==> src/rtl/rtc_update_pkg.sv <==
// Shared types and constants for the RTC write-update sequencer.
package rtc_update_pkg;

  typedef enum logic [1:0] {
    IDLE   = 2'd0,
    LAUNCH = 2'd1,
    WAIT   = 2'd2
  } state_e;

  localparam int NUM_TGT = 3;

  localparam logic [1:0] SEL_LOAD  = 2'b00;
  localparam logic [1:0] SEL_MATCH = 2'b01;
  localparam logic [1:0] SEL_CTRL  = 2'b10;

  // Entry 0 is the highest priority.
  localparam logic [NUM_TGT-1:0][1:0] PRIO_ORDER = {SEL_MATCH, SEL_LOAD, SEL_CTRL};

endpackage

==> src/rtl/rtc_toggle_sync.sv <==
// Level synchroniser for the ack toggle coming back from the CLK1HZ domain.
module rtc_toggle_sync #(
  parameter int SYNC_STAGES = 2
) (
  input  logic clk,
  input  logic rst,
  input  logic d,
  output logic q
);

  logic [SYNC_STAGES-1:0] chain_q, chain_d;

  always_comb chain_d = {chain_q[SYNC_STAGES-2:0], d};

  always_ff @(posedge clk) begin
    if (rst) chain_q <= '0;
    else     chain_q <= chain_d;
  end

  assign q = chain_q[SYNC_STAGES-1];

endmodule

==> src/rtl/rtc_update_ctrl.sv <==
// Captures Load/Match/Ctrl writes, coalesces them per target and ships them one
// at a time to the CLK1HZ domain over a toggle req/ack handshake.
module rtc_update_ctrl
  import rtc_update_pkg::*;
#(
  parameter int DATA_W      = 32,
  parameter int SYNC_STAGES = 2
) (
  input  logic              PCLK,
  input  logic              PRESET,
  input  logic              WrLoad,
  input  logic              WrMatch,
  input  logic              WrCtrl,
  input  logic [DATA_W-1:0] PWDATA,
  output logic              XferReq,
  output logic [1:0]        XferSel,
  output logic [DATA_W-1:0] XferData,
  input  logic              XferAck,
  output logic              Busy,
  output logic [2:0]        Pending,
  output logic              UpdateDone,
  output logic [1:0]        DoneSel
);

  state_e                           state_q, state_d;
  logic                             req_q, req_d;
  logic [1:0]                       sel_q, sel_d;
  logic [DATA_W-1:0]                data_q, data_d;
  logic                             ack_lvl_q, ack_lvl_d;
  logic                             done_q, done_d;
  logic [1:0]                       done_sel_q, done_sel_d;
  logic [NUM_TGT-1:0]               pend_q, pend_d;
  logic [NUM_TGT-1:0][DATA_W-1:0]   hold_q, hold_d;

  logic [NUM_TGT-1:0] wr, pend_clr;
  logic               win_vld;
  logic [1:0]         win_sel;
  logic               ack_sync;

  // Bit index equals the XferSel encoding of each target.
  assign wr = {WrCtrl, WrMatch, WrLoad};

  rtc_toggle_sync #(.SYNC_STAGES(SYNC_STAGES)) u_ack_sync (
    .clk (PCLK),
    .rst (PRESET),
    .d   (XferAck),
    .q   (ack_sync)
  );

  always_comb begin
    win_vld = 1'b0;
    win_sel = SEL_LOAD;
    for (int i = 0; i < NUM_TGT; i++) begin
      if (!win_vld && pend_q[PRIO_ORDER[i]]) begin
        win_vld = 1'b1;
        win_sel = PRIO_ORDER[i];
      end
    end
  end

  always_comb begin
    for (int t = 0; t < NUM_TGT; t++) hold_d[t] = wr[t] ? PWDATA : hold_q[t];
  end

  always_comb begin
    state_d    = state_q;
    req_d      = req_q;
    sel_d      = sel_q;
    data_d     = data_q;
    ack_lvl_d  = ack_lvl_q;
    done_d     = 1'b0;
    done_sel_d = done_sel_q;
    pend_clr   = '0;
    unique case (state_q)
      IDLE: begin
        if (win_vld) begin
          sel_d             = win_sel;
          data_d            = hold_q[win_sel];
          pend_clr[win_sel] = 1'b1;
          state_d           = LAUNCH;
        end
      end
      LAUNCH: begin
        req_d     = ~req_q;
        ack_lvl_d = ack_sync;
        state_d   = WAIT;
      end
      WAIT: begin
        if (ack_sync != ack_lvl_q) begin
          done_d     = 1'b1;
          done_sel_d = sel_q;
          state_d    = IDLE;
        end
      end
      default: state_d = IDLE;
    endcase
    // A strobe landing on the bit being cleared keeps it pending.
    pend_d = (pend_q & ~pend_clr) | wr;
  end

  always_ff @(posedge PCLK) begin
    if (PRESET) begin
      state_q    <= IDLE;
      req_q      <= 1'b0;
      sel_q      <= SEL_LOAD;
      data_q     <= '0;
      ack_lvl_q  <= 1'b0;
      done_q     <= 1'b0;
      done_sel_q <= SEL_LOAD;
      pend_q     <= '0;
      hold_q     <= '0;
    end else begin
      state_q    <= state_d;
      req_q      <= req_d;
      sel_q      <= sel_d;
      data_q     <= data_d;
      ack_lvl_q  <= ack_lvl_d;
      done_q     <= done_d;
      done_sel_q <= done_sel_d;
      pend_q     <= pend_d;
      hold_q     <= hold_d;
    end
  end

  assign XferReq    = req_q;
  assign XferSel    = sel_q;
  assign XferData   = data_q;
  assign Pending    = pend_q;
  assign UpdateDone = done_q;
  assign DoneSel    = done_sel_q;
  // The completion cycle still counts as busy so Busy falls the cycle after it.
  assign Busy       = (state_q != IDLE) || (|pend_q) || done_q;

endmodule

==> config.mk <==
export PLATFORM = sky130hd
export DESIGN_NAME = rtc_update_ctrl
export DESIGN_NICKNAME = d
export VERILOG_FILES = /design/src/rtl/rtc_update_pkg.sv /design/src/rtl/rtc_toggle_sync.sv /design/src/rtl/rtc_update_ctrl.sv
export SDC_FILE = /design/constraint.sdc
export NUM_CORES = 1
export LEC_CHECK = 0
export ABC_AREA = 1
export BUFFER_PORTS_ARGS = -buffer_cell sky130_fd_sc_hd__buf_2
export CAP_MARGIN = 20
export CORE_MARGIN = 2
export CORE_UTILIZATION = 51
export DETAILED_ROUTE_END_ITERATION = 16
export PLACE_DENSITY_LB_ADDON = 0.1
export RECOVER_POWER = 50
export SLEW_MARGIN = 20
export SYNTH_ARGS = -nofsm -noshare
export SYNTH_HDL_FRONTEND = slang
export SYNTH_SLANG_ARGS = --single-unit
==> constraint.sdc <==
create_clock -name PCLK -period 1.13 [get_ports PCLK]
set_input_delay 0.1695 -clock PCLK [delete_from_list [all_inputs] [get_ports PCLK]]
set_output_delay 0.1695 -clock PCLK [all_outputs]
set_load 0.005 [all_outputs]
==> flow_summary.toml <==
[placed_design]
port_buffers = 79
hpwl_mm = 8.78
gp_congestion = 0.762

[synth]
ys_async_sr_fraction_pct = 0
synth_most_common_cell = "nand2_1"
ys_top_cells_by_area = "dfxtp_1 50%, o21ai_0 11%, nand2_1 10%, nor2_1 6.7%, a21oi_1 5.4%"
synth.area.mux_share_pct = 0
netlist_area_um2 = 5690
yosys-top-cells-count = "157 x nand2_1, 142 x dfxtp_1, 123 x o21ai_0"
synth_edf_count = 0
ys_warn_count = 0
syn_inst = 764
ys_seq_area_share_pct = 50.0
ys_ff_latch = 142
synth_top_area_cell = "dfxtp_1"
syn_avg_cell_area_um2 = 7.44
synth_fa_ha_area_share_pct = 0
synth_ff_type = "dfxtp_1"
synthesis.nets = 802
synth-compound-area-share_pct = 19.5
synth_cell_types = 24
yosysTopAreaCellShare_pct = 50.0
synthXorXnorAreaFrac_pct = 0.308
synth_top_family_by_area = "simple AND/OR/NAND/NOR gates"
yosys.area_share.simple_pct = 21.5

[floorplan]
die_w_um = 110
die_area_um2 = 12000
core-area_um2 = 10800
ioPinCount = 80
initial_core_util_pct = 52.5
rows = 38
die_h_um = 110

[sta]
holdWs_ns = 0.0768
setup_viol = 79
fmax_ghz = 0.622
tightestPinTransition_ns = 0.367
period_share_pct = 142
slew_headroom_pct = 75.5
rsz0062_at_grt = "yes"
tns_ns = -9.56
fin_ws_ns = -0.477
final_hold_viol_count = 0
drv_slew = 0
fin_worst_skew_ns = 0.00622
period_minus_slack_ns = 1.61

[pwr]
p_leak_nw = 3.73
p_per_area_nw_per_um2 = 1690
peakVddDrop_uv = 1370
total_power_mw = 14.2

[cts]
path_clk_slew_ns = 0.06
cts_buffers = 17
cts-htree-levels = 4
cts_tree = "yes"
clk_latency_ns = 0.55
clock_sinks = 142
cts_root_buffer = "clkbuf_8"
clockBufferDepth = 2

[routing]
dr.first_iter.drc_count = 364
routedWlPerCell_um = 15.5
drc_errors = 0
num_vias = 5699
drt_wl_total_mm = 16.7
ant_nets = 0
routed_via_density = 5.27
drtPass1Iterations = 7

[finish]
fill_cells = 725
diodes = 0
layout.nets = 966
drive_above_1_share_pct = 30.8
area_growth_pct = 46.8

[critical_path]
critPathLaunchType = "register"
r2r_setup_slack_ns = -0.28
crit_type = "reg2out"
endpoint_kind = "output pin"
crit_required_ns = 0.96
worstPathArrival_ns = 1.44
critical_path.max_fanout = 2

[global_routing]
grt-ovfl-total = 0
grt_max_degree = 62
antenna_found_initial = 0
grt_usage_pct = 28.7
grt_pass1_vias = 5301
grt_first_pass_wirelength_mm = 26.0

[status]
failed_checks = "setup timing"
outcome = "complete, but fails checks"

[job]
maxCapViolCount = 0

[min_path]
hp-class = "in2reg"
## final cells by class
| type | count | area (um2) | area share (%) |
|---|---|---|---|
| well taps | 140 | 175 | 2.10 |
| clock buffers | 21 | 459 | 5.50 |
| repair buffers | 192 | 1830 | 21.9 |
| inverters | 62 | 238 | 2.85 |
| multi-input cells | 513 | 2560 | 30.7 |
| flip-flops and latches | 142 | 2900 | 34.7 |
| clock inverters | 11 | 186 | 2.23 |
## state kept, by name, summed over array words and instances, names as in the netlist
signal	count
state_q	2
Pending	3
DoneSel	2
UpdateDone	1
XferSel	2
ack_lvl_q	1
hold_q	96
u_ack_sync.chain_q	2
XferData	32
XferReq	1
## worst paths after layout
kind	end	cells after the start	start
worst max-delay path	Busy	6	state_q[1]$_SDFFE_PP0P_
worst min-delay path	hold_q[28]$_SDFFE_PP0P_	4	WrLoad
worst min register to register	u_ack_sync.chain_q[1]$_SDFF_PP0_	2	u_ack_sync.chain_q[0]$_SDFF_PP0_
worst max register to register	XferData[1]$_SDFFE_PP0P_	9	Pending[2]$_SDFF_PP0_
## critical path: stages (launching register included)
cell and delay [ns]:
dfxtp_2 0.34, nor2_4 0.12, buf_6 0.11, inv_4 0.03, nor2_2 0.06, nand3_1 0.09, buf_2 0.14
## per-stage QoR
stage / setup WS (ns) / utilization [%] / instance area [um2] / std cells
6_report: -0.477 / 77.0 / 8350 / 1081
5_1_grt: -0.539 / 77.0 / 8350 / 1081
4_1_cts: -0.472 / 74.6 / 8090 / 1073
3_5_place_dp: -0.155 / 58.9 / 6390 / 966
3_3_place_gp: -0.134 / 58.9 / 6390 / 966
2_1_floorplan: -0.113 / - / 5700 / 764
## report_power, final
| group | switching (mW) | total, mW | internal, mW |
|---|---|---|---|
| combinational | 1.30 | 2.52 | 1.22 |
| sequential | 0.169 | 5.54 | 5.37 |
| clock | 2.12 | 6.10 | 3.97 |
| total | 3.59 | 14.2 | 10.6 |
## layer usage
layer	routed length [um]	global-route usage, %	share of wire, %
met2	8600	48.7	51
met1	6930	34.8	41
met4	273	11.1	1.6
met5	0	0	0
met3	937	7.47	5.6
## cell usage in the layout, fill, tap and decap left out, types with 6 or more instances in the layout
cell           instances
nand2_1              148
o21ai_0              112
nor2_1               100
dfxtp_1               99
a21oi_1               58
inv_1                 56
buf_2                 56
dfxtp_2               41
buf_4                 40
buf_6                 36
dlygate4sd3_1         35
o21ai_1               21
nand3_1               16
clkbuf_16             16
o21ai_2               15
buf_12                15
nand2_2               13
nand2_4                7
a21oi_2                7
nand2_8                6
## logic make-up (layout without fill, tap and decap cells)
logic type / after synthesis / in the layout
flops: 142 / 142
xor+xnor: 2 / 2
simple gates: 295 / 298
buf+inv: 112 / 286
compound gates: 213 / 213
## timing repair
item / 4_1_cts / 5_1_grt
hold buffers: 35 / 0
gates cloned: 8 / 0
setup endpoints to repair: 77 / 84
gates resized for setup: 94 / 46
pin swaps: 12 / 5
setup buffers: 32 / 9
hold endpoints to repair: 97 / 0
(Power assumes the default switching activity.)
